**config.mk**
```make
export PLATFORM = sky130hd
export DESIGN_NAME = pipeline_scoreboard_flat
export DESIGN_NICKNAME = d
export VERILOG_FILES = /design/src/rtl/pipeline_scoreboard_pkg.sv /design/src/rtl/pipeline_scoreboard_if.sv /design/src/rtl/pipeline_scoreboard_match.sv /design/src/rtl/pipeline_scoreboard.sv /design/src/flat_wrapper.sv
export SDC_FILE = /design/constraint.sdc
export NUM_CORES = 1
export LEC_CHECK = 0
export CORE_ASPECT_RATIO = 1.25
export CORE_MARGIN = 5
export CORE_UTILIZATION = 30
export CTS_BUF_LIST = sky130_fd_sc_hd__clkbuf_2
export DETAILED_ROUTE_END_ITERATION = 12
export PLACE_DENSITY = 0.56
export SLEW_MARGIN = 20
export SYNTH_ARGS = -nofsm -noshare
export SYNTH_HDL_FRONTEND = slang
export SYNTH_SLANG_ARGS = --single-unit
```
**constraint.sdc**
```tcl
create_clock -name clk_i -period 7.3 [get_ports clk_i]
set_input_delay 1.46 -clock clk_i [delete_from_list [all_inputs] [get_ports clk_i]]
set_output_delay 1.46 -clock clk_i [all_outputs]
set_load 0.02 [all_outputs]
```
**src/rtl/pipeline_scoreboard_pkg.sv**
```systemverilog
// Shared pipeline definitions: forwarding-select encodings and the in-flight slot record.
package pipeline_scoreboard_pkg;

   localparam int unsigned REG_AW_MAX = 8;

   // Operand source select: 0 = register file, k+1 = in-flight slot k
   localparam int unsigned FWD_RF    = 0;
   localparam int unsigned FWD_SLOT0 = 1;

   typedef struct packed {
      logic                  valid;
      logic                  is_load;
      logic [REG_AW_MAX-1:0] rd;
   } slot_t;

   function automatic logic slot_writes(input slot_t s);
      return s.valid && (s.rd != '0);
   endfunction

endpackage

```
**src/rtl/pipeline_scoreboard_if.sv**
```systemverilog
// Issue-stage request and hazard/forwarding response bundle for the scoreboard.
interface pipeline_scoreboard_if #(
   parameter int unsigned REG_AW = 5,
   parameter int unsigned DEPTH  = 3,
   parameter int unsigned CNT_W  = 16
);
   localparam int unsigned FW_W = $clog2(DEPTH + 1);

   logic              issue_valid_i;
   logic [REG_AW-1:0] issue_rs_i;
   logic [REG_AW-1:0] issue_rt_i;
   logic              issue_rs_used_i;
   logic              issue_rt_used_i;
   logic [REG_AW-1:0] issue_rd_i;
   logic              issue_regwrite_i;
   logic              issue_is_load_i;
   logic              flush_i;

   logic              stall_o;
   logic              issue_fire_o;
   logic [FW_W-1:0]   fwd_a_o;
   logic [FW_W-1:0]   fwd_b_o;
   logic [FW_W-1:0]   inflight_o;
   logic [CNT_W-1:0]  stall_cnt_o;

   modport master (
      output issue_valid_i, issue_rs_i, issue_rt_i, issue_rs_used_i, issue_rt_used_i,
             issue_rd_i, issue_regwrite_i, issue_is_load_i, flush_i,
      input  stall_o, issue_fire_o, fwd_a_o, fwd_b_o, inflight_o, stall_cnt_o
   );

   modport slave (
      input  issue_valid_i, issue_rs_i, issue_rt_i, issue_rs_used_i, issue_rt_used_i,
             issue_rd_i, issue_regwrite_i, issue_is_load_i, flush_i,
      output stall_o, issue_fire_o, fwd_a_o, fwd_b_o, inflight_o, stall_cnt_o
   );
endinterface

```
**src/rtl/pipeline_scoreboard_match.sv**
```systemverilog
// Priority match of one source register against the in-flight slots; youngest producer wins.
module pipeline_scoreboard_match
   import pipeline_scoreboard_pkg::*;
#(
   parameter int unsigned REG_AW = 5,
   parameter int unsigned DEPTH  = 3,
   parameter int unsigned FW_W   = 2
) (
   input  logic [REG_AW-1:0]  src,
   input  logic               src_used,
   input  slot_t [DEPTH-1:0]  slots,
   output logic               hit,
   output logic [FW_W-1:0]    index,
   output logic               is_load
);

   always_comb begin
      int unsigned k;
      hit     = 1'b0;
      index   = '0;
      is_load = 1'b0;
      k       = 0;
      // Scan oldest to youngest so the lowest matching slot is the last to write
      for (int unsigned j = 0; j < DEPTH; j++) begin
         k = DEPTH - 1 - j;
         if (src_used && (src != '0) && slot_writes(slots[k]) &&
             (slots[k].rd == REG_AW_MAX'(src))) begin
            hit     = 1'b1;
            index   = FW_W'(k);
            is_load = slots[k].is_load;
         end
      end
   end

endmodule

```
**src/rtl/pipeline_scoreboard.sv**
```systemverilog
// In-order issue scoreboard: tracks in-flight writers, selects forwarding sources, stalls on load-use.
module pipeline_scoreboard
   import pipeline_scoreboard_pkg::*;
#(
   parameter int unsigned REG_AW     = 5,
   parameter int unsigned DEPTH      = 3,
   parameter int unsigned LOAD_READY = 1,
   parameter int unsigned CNT_W      = 16
) (
   input  logic                 clk_i,
   input  logic                 rst_i,
   pipeline_scoreboard_if.slave bus
);

   localparam int unsigned FW_W = $clog2(DEPTH + 1);

   slot_t [DEPTH-1:0] slots;
   slot_t             issue_slot;
   logic [CNT_W-1:0]  stall_cnt;
   logic [FW_W-1:0]   inflight;

   logic              hit_a, hit_b, load_a, load_b;
   logic [FW_W-1:0]   idx_a, idx_b;
   logic              hazard, stall, fire;
   logic [FW_W-1:0]   fwd_a, fwd_b;

   pipeline_scoreboard_match #(
      .REG_AW (REG_AW),
      .DEPTH  (DEPTH),
      .FW_W   (FW_W)
   ) u_match_rs (
      .src      (bus.issue_rs_i),
      .src_used (bus.issue_rs_used_i),
      .slots    (slots),
      .hit      (hit_a),
      .index    (idx_a),
      .is_load  (load_a)
   );

   pipeline_scoreboard_match #(
      .REG_AW (REG_AW),
      .DEPTH  (DEPTH),
      .FW_W   (FW_W)
   ) u_match_rt (
      .src      (bus.issue_rt_i),
      .src_used (bus.issue_rt_used_i),
      .slots    (slots),
      .hit      (hit_b),
      .index    (idx_b),
      .is_load  (load_b)
   );

   always_comb begin
      hazard = (hit_a && load_a && (32'(idx_a) < LOAD_READY)) ||
               (hit_b && load_b && (32'(idx_b) < LOAD_READY));
      stall  = bus.issue_valid_i & hazard & ~bus.flush_i;
      fire   = bus.issue_valid_i & ~stall & ~bus.flush_i;
      fwd_a  = FW_W'(FWD_RF);
      fwd_b  = FW_W'(FWD_RF);
      if (bus.issue_valid_i && hit_a) fwd_a = idx_a + FW_W'(FWD_SLOT0);
      if (bus.issue_valid_i && hit_b) fwd_b = idx_b + FW_W'(FWD_SLOT0);
   end

   // Non-writing instructions still occupy a slot but carry rd=0 so they never match
   always_comb begin
      issue_slot         = '0;
      issue_slot.valid   = 1'b1;
      issue_slot.is_load = bus.issue_is_load_i;
      issue_slot.rd      = bus.issue_regwrite_i ? REG_AW_MAX'(bus.issue_rd_i) : '0;
   end

   always_comb begin
      inflight = '0;
      for (int unsigned i = 0; i < DEPTH; i++) begin
         inflight = inflight + FW_W'(slots[i].valid);
      end
   end

   always_ff @(posedge clk_i or posedge rst_i) begin
      if (rst_i) begin
         slots     <= '0;
         stall_cnt <= '0;
      end else begin
         for (int unsigned k = 1; k < DEPTH; k++) begin
            slots[k] <= slots[k-1];
         end
         slots[0] <= fire ? issue_slot : '0;
         if (stall && (stall_cnt != '1)) begin
            stall_cnt <= stall_cnt + 1'b1;
         end
      end
   end

   assign bus.stall_o      = stall;
   assign bus.issue_fire_o = fire;
   assign bus.fwd_a_o      = fwd_a;
   assign bus.fwd_b_o      = fwd_b;
   assign bus.inflight_o   = inflight;
   assign bus.stall_cnt_o  = stall_cnt;

endmodule

```
**src/flat_wrapper.sv**
```systemverilog
// flat-port wrapper written by rule: the top's interface ports become plain ports
module pipeline_scoreboard_flat import pipeline_scoreboard_pkg::*;
#(
   parameter int unsigned REG_AW     = 5,
   parameter int unsigned DEPTH      = 3,
   parameter int unsigned LOAD_READY = 1,
   parameter int unsigned CNT_W      = 16
)
  (clk_i, rst_i, bus_issue_valid_i, bus_issue_rs_i, bus_issue_rt_i, bus_issue_rs_used_i, bus_issue_rt_used_i, bus_issue_rd_i, bus_issue_regwrite_i, bus_issue_is_load_i, bus_flush_i, bus_stall_o, bus_issue_fire_o, bus_fwd_a_o, bus_fwd_b_o, bus_inflight_o, bus_stall_cnt_o);
  pipeline_scoreboard_if #(.REG_AW(REG_AW), .DEPTH(DEPTH), .CNT_W(CNT_W)) bus_i ();
  input  logic clk_i;
  input  logic rst_i;
  input wire logic [$bits(bus_i.issue_valid_i)-1:0] bus_issue_valid_i;
  input wire logic [$bits(bus_i.issue_rs_i)-1:0] bus_issue_rs_i;
  input wire logic [$bits(bus_i.issue_rt_i)-1:0] bus_issue_rt_i;
  input wire logic [$bits(bus_i.issue_rs_used_i)-1:0] bus_issue_rs_used_i;
  input wire logic [$bits(bus_i.issue_rt_used_i)-1:0] bus_issue_rt_used_i;
  input wire logic [$bits(bus_i.issue_rd_i)-1:0] bus_issue_rd_i;
  input wire logic [$bits(bus_i.issue_regwrite_i)-1:0] bus_issue_regwrite_i;
  input wire logic [$bits(bus_i.issue_is_load_i)-1:0] bus_issue_is_load_i;
  input wire logic [$bits(bus_i.flush_i)-1:0] bus_flush_i;
  output wire logic [$bits(bus_i.stall_o)-1:0] bus_stall_o;
  output wire logic [$bits(bus_i.issue_fire_o)-1:0] bus_issue_fire_o;
  output wire logic [$bits(bus_i.fwd_a_o)-1:0] bus_fwd_a_o;
  output wire logic [$bits(bus_i.fwd_b_o)-1:0] bus_fwd_b_o;
  output wire logic [$bits(bus_i.inflight_o)-1:0] bus_inflight_o;
  output wire logic [$bits(bus_i.stall_cnt_o)-1:0] bus_stall_cnt_o;
  assign bus_i.issue_valid_i = bus_issue_valid_i;
  assign bus_i.issue_rs_i = bus_issue_rs_i;
  assign bus_i.issue_rt_i = bus_issue_rt_i;
  assign bus_i.issue_rs_used_i = bus_issue_rs_used_i;
  assign bus_i.issue_rt_used_i = bus_issue_rt_used_i;
  assign bus_i.issue_rd_i = bus_issue_rd_i;
  assign bus_i.issue_regwrite_i = bus_issue_regwrite_i;
  assign bus_i.issue_is_load_i = bus_issue_is_load_i;
  assign bus_i.flush_i = bus_flush_i;
  assign bus_stall_o = bus_i.stall_o;
  assign bus_issue_fire_o = bus_i.issue_fire_o;
  assign bus_fwd_a_o = bus_i.fwd_a_o;
  assign bus_fwd_b_o = bus_i.fwd_b_o;
  assign bus_inflight_o = bus_i.inflight_o;
  assign bus_stall_cnt_o = bus_i.stall_cnt_o;
  pipeline_scoreboard #(.REG_AW(REG_AW), .DEPTH(DEPTH), .LOAD_READY(LOAD_READY), .CNT_W(CNT_W)) u_core (.clk_i(clk_i), .rst_i(rst_i), .bus(bus_i));
endmodule
```
After elaboration in Yosys (flattened, before gate mapping)
Index checks and enable logic that the tools add are counted.
{"block": "word_totals", "reg_bits": 46, "input_bits": 23, "out_inout_bits": 24, "word_cells": 82}
{"block": "op_classes", "n_addsub": 5, "magnitude_cmp": 2, "n_eq_ne": 7, "n_mux": 22, "bitwise": 6, "n_reduce_logical": 30}
{"op": "8-bit by 5-bit equality test with 1-bit output", "n": 6}
{"op": "1-bit logical AND", "n": 24}
{"op": "8-bit nonzero test", "n": 3}
{"op": "16-bit by 1-bit adder with 16-bit output, second input constant", "n": 1}
{"op": "2-bit two-way mux", "n": 8}
{"op": "16-bit != test, second input constant", "n": 1}
{"op": "1-bit two-way mux", "n": 12}
{"op": "10-bit two-way mux", "n": 1}
{"op": "5-bit nonzero test", "n": 2}
{"op": "5-bit two-way mux", "n": 1}
{"op": "2-bit by 1-bit adder with 2-bit output, second input constant", "n": 2}
{"op": "1-bit bitwise AND", "n": 4}
{"op": "2-bit by 1-bit less-than comparator with 1-bit output, second input constant", "n": 2}
{"op": "1-bit by 1-bit adder with 2-bit output", "n": 1}
{"op": "2-bit by 1-bit adder with 2-bit output", "n": 1}
{"op": "1-bit inverter", "n": 2}
{"op": "1-bit logical OR", "n": 1}

Longest topological paths before layout
{"block": "depth", "ltp_word": 16, "mapped_depth": 12, "depth_no_buf": 11}

Cells and area by module
A second synthesis with hierarchy kept.
{"block": "hier_totals", "cells_unflattened": 205, "area_unflattened_um2": 2299.7}
{"module": "pipeline_scoreboard", "instances": 1, "cells_each": 121, "area_per_inst_um2": 1604.0, "seq_area_each_um2": 925.9}
{"module": "pipeline_scoreboard_match", "instances": 2, "cells_each": 42, "area_per_inst_um2": 347.8, "seq_area_each_um2": 0.0}

Worst setup path before layout
No wires, ideal clock.
{"block": "synth_path", "kind": "in2out", "start": "input port bus_issue_rt_i[0]", "end": "output port bus_issue_fire_o", "t_arrival_ps": 3320, "required_time_ps": 5840, "setup_slack_ps": 2520, "cell_stages": 9, "path_buffers": 0, "cell_sequence": "or4_4 -> o21ai_4 -> nor4_1 -> nor2_1 -> nand2_1 -> ha_1 -> o31ai_1 -> o22ai_1 -> nor2_1"}
{"block": "synth_between", "elab_chain_len": 15, "word_cells_on_any_way": 29, "classes_between": "order compare (1); eq/ne (3); mux (9); bitwise (5); reduce/logical (11)"}
{"item": "start, declared", "line_no": "flat_wrapper.sv:15", "text": "input wire logic [$bits(bus_i.issue_rt_i)-1:0] bus_issue_rt_i;"}
{"item": "5-bit nonzero test", "line_no": "pipeline_scoreboard_match.sv:26", "text": "if (src_used && (src != '0) && slot_writes(slots[k]) &&"}
{"item": "1-bit logical AND (3 in series)", "line_no": "pipeline_scoreboard_match.sv:26"}
{"item": "2-bit two-way mux or 1-bit two-way mux (tied branches) (3 in series)", "line_no": "pipeline_scoreboard_match.sv:26"}
{"item": "2-bit by 1-bit less-than comparator with 1-bit output or 1-bit logical AND (tied branches)", "line_no": "pipeline_scoreboard.sv:55", "text": "(hit_b && load_b && (32'(idx_b) < LOAD_READY));"}
{"item": "1-bit logical AND (*)", "line_no": "pipeline_scoreboard.sv:55"}
{"item": "1-bit logical OR (*)", "line_no": "pipeline_scoreboard.sv:54", "text": "hazard = (hit_a && load_a && (32'(idx_a) < LOAD_READY)) ||"}
{"item": "1-bit bitwise AND (*) (2 in series)", "line_no": "pipeline_scoreboard.sv:56", "text": "stall = bus.issue_valid_i & hazard & ~bus.flush_i;"}
{"item": "1-bit inverter (*)", "line_no": "pipeline_scoreboard.sv:57", "text": "fire = bus.issue_valid_i & ~stall & ~bus.flush_i;"}
{"item": "1-bit bitwise AND (*) (2 in series)", "line_no": "pipeline_scoreboard.sv:57"}
{"item": "end, declared", "line_no": "flat_wrapper.sv:23", "text": "output wire logic [$bits(bus_i.issue_fire_o)-1:0] bus_issue_fire_o;"}
Mark *: on every way between the ends. The rest lies on a longest branch, timed or not.

Worst setup path in the final report
{"block": "layout_path", "start": "input port bus_issue_rs_i[3]", "end": "output port bus_stall_o"}
{"block": "layout_between", "elab_chain_len": 12, "word_cells_on_any_way": 26, "classes_between": "order compare (1); eq/ne (3); mux (9); bitwise (2); reduce/logical (11)"}
{"item": "start, declared", "line_no": "flat_wrapper.sv:14", "text": "input wire logic [$bits(bus_i.issue_rs_i)-1:0] bus_issue_rs_i;"}
{"item": "5-bit nonzero test", "line_no": "pipeline_scoreboard_match.sv:26"}
{"item": "1-bit logical AND (3 in series)", "line_no": "pipeline_scoreboard_match.sv:26"}
{"item": "2-bit two-way mux or 1-bit two-way mux (tied branches) (3 in series)", "line_no": "pipeline_scoreboard_match.sv:26"}
{"item": "2-bit by 1-bit less-than comparator with 1-bit output or 1-bit logical AND (tied branches)", "line_no": "pipeline_scoreboard.sv:54"}
{"item": "1-bit logical AND (*)", "line_no": "pipeline_scoreboard.sv:54"}
{"item": "1-bit logical OR (*)", "line_no": "pipeline_scoreboard.sv:54"}
{"item": "1-bit bitwise AND (*) (2 in series)", "line_no": "pipeline_scoreboard.sv:56"}
{"item": "end, declared", "line_no": "flat_wrapper.sv:22", "text": "output wire logic [$bits(bus_i.stall_o)-1:0] bus_stall_o;"}
Marked as above.

==> impl_metrics.tcl <==
set metrics [dict create \
    worstPathMaxFanout 6 \
    num_rows 34 \
    hold-worst-slack_ns 0.4550 \
    maxCapViolations 0 \
    antenna_found_initial 0 \
    worst_slew_pin_slew_ns 0.8534 \
    wirelength_um 5119 \
    postSynthAreaPerCell_um2 10.60 \
    end_kind "output port" \
    critPathLaunchType "input port" \
    synthTopCellsByArea "dfrtp_1 (44%), xnor2_1 (14%), xor2_1 (4.6%)" \
    wire_per_inst_um 15.01 \
    die_y_um 103.5 \
    dp_hpwl_um 4046 \
    fin_crit_ns 6.002 \
    hold_buffers 0 \
    tritoncts "done" \
    grt_first_pass_wirelength_um 8307 \
    ys_types 42 \
    overflow 0 \
    layout-drive-gt1-share_pct 7.171 \
    cp_slowest_stage_delay_ns 0.77 \
    ys_ff_latch 37 \
    drtIter0Drc 90 \
    power_leakage_nw 1.086 \
    hp-class "flop to flop" \
    cts.reportedPaths.clkPinSlew_ns 0.18 \
    die_area_um2 8777 \
    worstPathArrival_ns 4.54 \
    crit_family "buffers and inverters" \
    path_buf_inv 2 \
    cts.sinks 37 \
    drtPass1Iterations 4 \
    critPathKind "input port to output port" \
    finalHoldViolations 0 \
    numCtsBuffers 5 \
    crit_path_top_delay_cell "nor4_1" \
    syn_to_final_growth_pct 28.74 \
    fin_nets 277 \
    yosysTopAreaCellShare_pct 44.13 \
    pin_count 47 \
    ir_worst_vdd_mv 0.08021 \
    syn_inst 198 \
    synth_flop_cell "dfrtp_1" \
    grt_pass1_vias 1737 \
    place.gp.congestion 0.8518 \
    grt_max_degree 38 \
    core_um2 6892 \
    viasPerCell 4.927 \
    max_freq_mhz 166.6 \
    synthTopCellsByCount "dfrtp_1 (37), xnor2_1 (33), nand2_1 (15), xor2_1 (11), nor2_1 (10)" \
    cpMostUsedCell "clkdlybuf4s50_1" \
    yosysWarnings 0 \
    slew_headroom_pct 42.58 \
    start_util_pct 30.45 \
    cp.required_ns 5.84 \
    drc 0 \
    min_period_over_period_pct 82.22 \
    clock_skew_ns 0.01549 \
    clock_latency_ns 0.37 \
    detail-route-antenna-nets 0 \
    vias 1680 \
    yosysSeqAreaShare_pct 44.13 \
    p_per_area_nw_per_um2 131.3 \
    synth_nets 225 \
    setup_viol 0 \
    grtUsageTotal_pct 11.92 \
    synth.largest_area_cell "dfrtp_1" \
    rsz0062_at_grt "no" \
    synth_area_um2 2098 \
    synth_edf_count 0 \
    cts_resized 0 \
    cts_setup_buffers 0 \
    ys_async_sr_fraction_pct 100.0 \
    clk_path_buf_depth 2 \
    drv_slew 0 \
    finalSetupTns_ns 0 \
    h-tree-depth 2 \
    port_buffers 46 \
    die_x_um 84.80 \
    crit_chain "clkdlybuf4s50_1 > or4_1 > o21ai_2 > nor4_1 > a311oi_2 > o22ai_1 > and2_1 > clkdlybuf4s50_1" \
    antennaDiodeCount 0 \
    clockRootBuffer "clkbuf_2" \
    status "complete, no violations" \
    yosysMostFrequentCell "dfrtp_1" \
]
-- final cells by class --
cell class | instances | area, µm²
Fill cell | 738 | 4190
Multi-Input combinational cell | 155 | 1142
Sequential cell | 37 | 925.9
Timing Repair Buffer | 47 | 467.9
Tap cell | 90 | 112.6
Clock buffer | 5 | 25.02
Inverter | 4 | 15.01
Clock inverter | 3 | 12.51
-- placed cells by master (no fill, tap or decap), types with 4 or more instances in the layout --
cell	count
clkbuf_2	5
nand2_1	15
nor2_1	10
nor3_1	5
inv_1	4
dfrtp_1	37
xnor2_1	33
nand4_1	9
and2_1	9
or4_1	4
xor2_1	11
clkdlybuf4s50_1	46
nor4_1	5
nand3_1	8
-- through the flow --
step | setup WS [ns] | power [mW] | util [%] | cells | instance area (µm²)
6_report | 1.298 | 0.3548 | 39.20 | 341 | 2701
5_1_grt | 1.109 | 0.3742 | 39.20 | 341 | 2701
4_1_cts | 1.267 | 0.3621 | 39.20 | 341 | 2701
3_5_place_dp | 1.269 | 0.2724 | 38.65 | 333 | 2664
3_3_place_gp | 1.314 | 0.2722 | 38.65 | 333 | 2664
2_1_floorplan | 2.520 | 0.2447 | - | 198 | 2098
-- registers in the layout (all words and copies together), names as in the netlist --
name	count
u_core.slots	21
u_core.bus.stall_cnt_o	16
-- final timing paths --
check,from,end,slack (ns),cells past startpoint
setup / recovery,bus_issue_rs_i[3],bus_stall_o,1.30,8
hold / removal,u_core.slots[18]$_DFF_PP0_,u_core.slots[28]$_DFF_PP0_,0.45,0
setup reg to reg,u_core.slots[11]$_DFF_PP0_,u_core.bus.stall_cnt_o[1]$_DFFE_PP0P_,4.33,8
hold reg to reg,u_core.slots[18]$_DFF_PP0_,u_core.slots[28]$_DFF_PP0_,0.45,0
max in group asynchronous,rst_i,u_core.slots[4]$_DFF_PP0_,5.50,3
min in group asynchronous,rst_i,u_core.bus.stall_cnt_o[0]$_DFFE_PP0P_,1.46,3
-- logic make-up (layout without fill, tap and decap cells) --
kind of cell | count (synthesis) | in the layout | share of synthesized area, %
DFF | 37 | 37 | 44.13
and+or+nand+nor | 85 | 85 | 23.49
adders and majority gates | 4 | 4 | 2.743
buffers and inverters | 6 | 59 | 1.431
muxes | 2 | 2 | 1.014
xor gates and xnor gates | 44 | 44 | 18.37
AOI/OAI and AO/OA | 20 | 20 | 8.826
-- per-layer routing --
metal	part of all wire, %	vias up	global-route usage (%)
li1	-	808	-
met2	48	46	19.65
met4	2.4	0	4.638
met3	5.4	11	3.336
met5	0	-	0
met1	44	815	14.61
-- worst reg2reg max path, delay by kind of cell (launching register included) --
family	cells	cell delay, ns
mux	1	0.41
fa+ha+maj	1	0.18
compound gates	4	1.11
flops	1	0.48
simple gates	2	0.72
-- report_power, final --
group,leakage (nW),switching (mW),internal [mW]
sequential,0.503,0.00528,0.209
clock,0.0278,0.0661,0.0210
combinational,0.555,0.0263,0.0270
total,1.09,0.0977,0.257
Power figures use the tool's default switching activity.
==> RTL edit 1 (same settings) <==
`CNT_W` is set to 16 in 3 places; all go to 14.
--- a/src/rtl/pipeline_scoreboard_if.sv
+++ b/src/rtl/pipeline_scoreboard_if.sv
@@ -4,3 +4,3 @@
    parameter int unsigned DEPTH  = 3,
-   parameter int unsigned CNT_W  = 16
+   parameter int unsigned CNT_W  = 14
 );
--- a/src/rtl/pipeline_scoreboard.sv
+++ b/src/rtl/pipeline_scoreboard.sv
@@ -7,3 +7,3 @@
    parameter int unsigned LOAD_READY = 1,
-   parameter int unsigned CNT_W      = 16
+   parameter int unsigned CNT_W      = 14
 ) (
--- a/src/flat_wrapper.sv
+++ b/src/flat_wrapper.sv
@@ -6,3 +6,3 @@
    parameter int unsigned LOAD_READY = 1,
-   parameter int unsigned CNT_W      = 16
+   parameter int unsigned CNT_W      = 14
 )
Interface: changed (resized bus_stall_cnt_o); port bits go from 47 to 45. The function was not compared with the original's and may differ.
==> RTL edit 1 against the unedited design <==
Via count is 4.2% lower. Global-route usage rose by 0.11 points. Non-clock buffer count down 2. Sequential power is 5% lower. Sequential cell count shrank 2. Power decreased by 1.3%. Routed wire length decreased by 2.7%. Critical path depth rose by 1. Design area down 2.9%. Largest cell class unchanged. Die area shrank 1.7%. Setup slack better by 0.065 ns. Area after synthesis is 1.8% lower. Clock skew is 0.0095 ns higher. Critical endpoint is now bus_issue_fire_o. First-iteration DRC count down 21%.
==> RTL edit 1: results (changes against the unedited design) <==
The placer's final routability congestion estimate is 0.777 (-8.7%), and the non-filler instance count after layout is 326 (-4.4%). The logs give 318 (-4.5%) for the placed instance count and 36 (-5.3%) for the maximum number of pins on one net before global-route repair. The cell chosen for the clock root was clkbuf_2. Wire length of the first global-routing pass: 8170 um (-1.7%). Worst IR drop on VDD: 0.0659 mV (-18%).

For this design, the slowest cell found on the critical path is clkdlybuf4s50_1. The logs give 0 (unchanged) for the number of antenna repair diodes and 3840 um (-5.0%) for the placed wire-length estimate. The run gives 0.39 ns (+0.02 ns) as the clock latency on the worst-skew pair. For the number of buffers inserted to repair setup after CTS, the log shows 0 (unchanged). The run gives 218 (-3.1%) as the post-synth net total. The number of flip-flops in the largest register was 21 (unchanged); the arrival time of data at the critical path endpoint was 4.48 ns (-0.06 ns). The worst setup slack before clock tree synthesis was 1.36 ns (+0.0933 ns); the final routed wire length divided by cell count was 15.3 um (+1.8%). The share of the synthesized area in the top cell type came out at 42.5% (-1.6 points). The clock skew after layout is 0.0250 ns (+0.00949 ns), and the average via count per standard cell is 4.94 (+0.24%).

The min-delay analysis places its worst path in the category register to register. The number of different library cells in the post-synthesis netlist was 39 (-7.1%). The worst relative slew slack is 39.7% (-2.9 points), and the number of detailed-routing iterations run before antenna repair is 4 (unchanged). Clock slew at the register clock pins of the worst setup and hold paths: 0.20 ns (+0.02 ns). The most used flip-flop cell after synthesis is dfrtp_1. The number of warning messages in the yosys log was 0 (unchanged); the async set-reset flop share out of synthesis was 100% (unchanged).

The CTS buffer count is 5 (unchanged). The number of nets in the layout is 265 (-4.3%). The worst hold path begins at u_core.slots[18]. The net load switching power was 99.9 uW (+2.3%); the number of design-rule violations left by the first detailed-router iteration was 71 (-21%). The share of cells above drive strength 1 is 10.0% (+2.9 points). Yosys attributes the largest share of cell area to dfrtp_1 43%, xnor2_1 13%, xor2_1 5.1%.

Register ranked first by flip-flop count: u_core.slots. The worst register-to-register path begins at u_core.slots[11]. In the synthesized netlist, the cells that appear most often are 35 x dfrtp_1, 30 x xnor2_1, 15 x nand3_1. The maximum fanout encountered on the critical timing path came out at 8 (+2). Stage delay of the slowest cell on the critical path: 0.66 ns (-0.11 ns). Origin of the worst setup path: bus_issue_rt_i[0].

The number of resized instances in the post-cts repair step is 0 (unchanged). The run gives 42.5% (-1.6 points) as the sequential element share of the synthesized area. The leakage component of the power is 0.00107 uW (-1.5%).

The run gives 12.0% (+0.11 points) as the total global-route track usage. The count of H-tree levels built during CTS was 2 (unchanged); the count of buffers from port buffering was 44 (-4.3%). The starting utilization of the core area is 31.2% (+0.73 points). The flow ran to the end, and the final reports show no timing, DRC or antenna violations. The number of antenna violations at the first check in global routing is 0 (unchanged).

The mean cell area of the mapped netlist is 10.8 sq um (+1.7%), and the number of global-route vias before repair is 1620 (-6.7%).
==> RTL edit 1: cell types whose count changed after synthesis, sizes merged, moves of 4 or more <==
cell   before  now
a21oi       2   12
and2        9    2
and3        3    7
and4        0    5
nand2      15   11
nand3       8   15
nor2       10    3
nor3        7    2
or4         5    9
==> RTL edit 1: worst paths after layout <==
| kind | endpoint | slack, ns | cells past startpoint |
|---|---|---|---|
| setup / recovery | bus_issue_fire_o | 1.36 | 9 |
| hold / removal | u_core.slots[28] | 0.47 | 0 |
| setup reg to reg | u_core.bus.stall_cnt_o[1] | 4.58 | 7 |
| hold reg to reg | u_core.slots[28] | 0.47 | 0 |
| max in group asynchronous | u_core.slots[14] | 5.53 | 3 |
| min in group asynchronous | u_core.bus.stall_cnt_o[6] | 1.44 | 3 |
==> RTL edit 1: power groups by stage <==
stage / Combinational [uW] / Clock [uW] / Sequential, uW
final: 51.5 / 94.0 / 204
after global routing: 57.1 / 107 / 205
after CTS: 52.4 / 99.3 / 205
after detailed placement: 52.3 / 0 / 208
after global placement: 52.0 / 0 / 208
after floorplan: 26.8 / 0 / 207
==> RTL edit 1: cells by family (layout without fill, tap and decap cells) <==
group                      count (synthesis)  count (layout)  synth area share (%)
and+or+nand+nor                           70              70                  20.3
AOI/OAI and AO/OA                         29              29                  12.1
xor gates and xnor gates                  42              42                  17.9
muxes                                      3               3                  2.19
DFF                                       35              35                  42.5
adders and majority gates                  4               4                  2.79
buffers and inverters                      8              56                  2.25
==> RTL edit 1: stage by stage <==
step	hold WS, ns	instance area [sq um]
finish	0.468	2620
global route	0.491	2620
CTS	0.469	2620
detailed placement	0.429	2580
global placement	0.413	2580
floorplan	0.374	2060
==> RTL edit 1: final cells by class <==
class                      instances  area [sq um]
fill                             698          3980
multi-input combinational        148          1140
sequential                        35           876
timing repair buffer              45           448
tap                               87           109
clock buffer                       6          30.0
clock inverter                     2          12.5
inverter                           3          11.3
==> RTL edit 1: layer usage <==
metal	up-vias	routed length, um	GRT usage, %
li1	795	-	-
met1	776	2220	15.2
met2	34	2490	20.4
met3	5	198	2.56
met4	0	74	4.46
met5	-	0	0
==> RTL edit 1: critical path: cells and delay by family <==
family,cells,cell delay (ns)
AND/OR/NAND/NOR,4,1.26
AO/OA/AOI/OAI,2,0.29
adder cells (fa/ha/maj),1,0.28
buffers and inverters,2,1.18
==> RTL edit 2 (same settings) <==
Without the edit above. Reset style: synchronous (`rst_i`), changed in one clocked block.
--- a/src/rtl/pipeline_scoreboard.sv
+++ b/src/rtl/pipeline_scoreboard.sv
@@ -78,3 +78,3 @@
 
-   always_ff @(posedge clk_i or posedge rst_i) begin
+   always_ff @(posedge clk_i) begin
       if (rst_i) begin
Formal check against the unedited RTL: differs if rst_i is asserted again (counterexample within 4 cycles, from zero or initial values and one cycle with rst_i high); with rst_i held inactive, the same outputs for 10 cycles.
==> RTL edit 2 against the unedited design <==
Sequential power fell by 4%. Design area increased by 0.88%. Routed wire length rose by 7.6%. Power increased by 3.8%. Setup slack got worse by 0.12 ns. Synthesized cell count grew 25%. First-iteration DRC count down 33%. Area after synthesis is 1.3% higher. Sequential cell count unchanged. Fmax down 2.0%. Combinational power shrank 20%. Clock skew fell by 0.0093 ns. Critical path type unchanged.
==> RTL edit 2: results (changes against the unedited design) <==
The number of design-rule violations left by the first detailed-router iteration is 60 (-33%). The tools report the startpoint of the lowest-slack hold path as u_core.slots[8]. The run gives 34.9% (-9.3 points) as the sequential element share of the synthesized area. Adder-cell share of the synthesized area: 2.71% (-0.034 points). The leakage component of the power was 0.000932 uW (-14%); the multiplexer share of the synthesized area was 2.12% (+1.1 points). The run gives 1 (+1) as the number of antenna violations at the first check in global routing.

The global routing usage on met3 is 2.06% (-1.3 points). The number of antenna repair diodes is 1 (+1). The mean cell area of the mapped netlist was 8.60 sq um (-19%).

The most common cell in the synthesized netlist is dfxtp_1. The startpoint identified for the worst register-to-register timing path is u_core.slots[1]. The worst setup slack before clock tree synthesis came out at 1.18 ns (-0.0849 ns). In the synthesized netlist, the cells that appear most often are 37 x dfxtp_1, 23 x xnor2_1, 18 x nor2b_1. Wire length of the first global-routing pass: 9190 um (+11%).

The clock network contribution to total cell area is 2.20% (+0.81 points), and the placed wire-length estimate is 4300 um (+6.2%). Met2 track utilization from global routing: 21.4% (+1.8 points). The complex-gate fraction of the synthesized area was 16.5% (+7.7 points). Share of cells above drive strength 1: 8.22% (+1.0 points).

The cell depth of the worst flop-to-flop path was 11 (+3). Among all flip-flop cells after synthesis, the most frequent one is dfxtp_1. The placer's final routability congestion estimate was 0.942 (+11%); the arrival time of data at the critical path endpoint was 4.67 ns (+0.13 ns). The tools report the met1 layer wirelength in the final routing as 2550 um (+13%). The run finished with clean final reports.

The logs give 5510 um (+7.6%) for the post-detailed-routing wire length and 741 sq um (-20%) for the flip-flop and latch area. The total global-route track usage is 12.7% (+0.76 points), and the async set-reset flop share out of synthesis is 0% (-100 points). The number of instances on the worst hold path came out at 1 (+1). Non-clock buffer total of the final layout: 48 (+2.1%).

The cell area after placement came out at 0.00266 sq mm (about the same). The tools report the critical register-to-register path endpoint as u_core.bus.stall_cnt_o[9]. The run gives 193 (+25%) as the count of multi-input combinational gates. The tools report the global routing met1 resource utilization as 15.5% (+0.89 points). The maximum number of pins on one net before global-route repair was 36 (-5.3%); the non-filler instance count after layout was 383 (+12%). The die footprint was 0.00888 sq mm (+1.1%); the worst hold margin was 0.506 ns (+0.0506 ns). In the post-synthesis netlist, the biggest area contributors are dfxtp_1 35%, xnor2_1 9.5%, or4_1 5.7%. The post-synth net total is 274 (+22%). The power per unit of standard cell area was 135 mW/mm^2 (+2.9%). The run gives 0.00618 ns (-0.00931 ns) as the clock skew after layout. The logs give 0.0884 mV (+10%) for the worst IR drop on VDD and 4.34 ns (about the same) for the register-to-register setup slack.
[RTL edit 2: cell types whose count changed in the layout (fill, tap and decap cells not counted), sizes merged, moves of 6 or more]
cell | unedited run | this run
dfxtp | 0 | 37
nor2b | 3 | 18
a21oi | 2 | 16
dfrtp | 37 | 0
and3 | 3 | 13
o31ai | 2 | 8
nand3 | 8 | 16
xor2 | 11 | 3
xnor2 | 33 | 23
or4 | 5 | 17
[RTL edit 2: worst max-delay path: stages]
cell	delay [ns]
clkdlybuf4s50_1	0.50
or4_1	0.59
o21ai_2	0.22
nor4_1	0.11
a31oi_1	0.29
nand2b_1	0.10
ha_1	0.20
o21ai_0	0.09
a21oi_2	0.08
a21o_1	0.26
nor2_1	0.14
clkdlybuf4s50_1	0.62
[RTL edit 2: power breakdown]
part           switching (uW)  internal, uW  leakage (uW)  total, uW
Sequential               2.16           204      0.000299        206
Combinational            20.8          21.8      0.000595       42.5
Clock                    63.8          55.7     0.0000388        120
Total                    86.8           281      0.000932        368
[RTL edit 2: how the worst max path moves through the flow]
stage | start | to | slack, ns | depth (start not counted)
finish | bus_issue_rs_i[2] | bus_issue_fire_o | 1.17 | 12
global route | bus_issue_rs_i[1] | bus_issue_fire_o | 0.98 | 12
CTS | bus_issue_rs_i[2] | bus_issue_fire_o | 1.17 | 12
detailed placement | bus_issue_rs_i[2] | bus_issue_fire_o | 1.18 | 12
global placement | bus_issue_rs_i[0] | bus_issue_fire_o | 1.24 | 11
floorplan | bus_issue_rs_i[1] | bus_stall_o | 2.29 | 12
[RTL edit 2: cell families (layout without fill, tap and decap cells)]
family                   Yosys count  in the layout
multiplexers                       4              4
AO/OA/AOI/OAI                     51             51
adder cells (fa/ha/maj)            4              4
buffers and inverters             17             62
flip-flops                        37             37
XOR/XNOR                          26             26
other                              0              1
AND/OR/NAND/NOR                  108            108
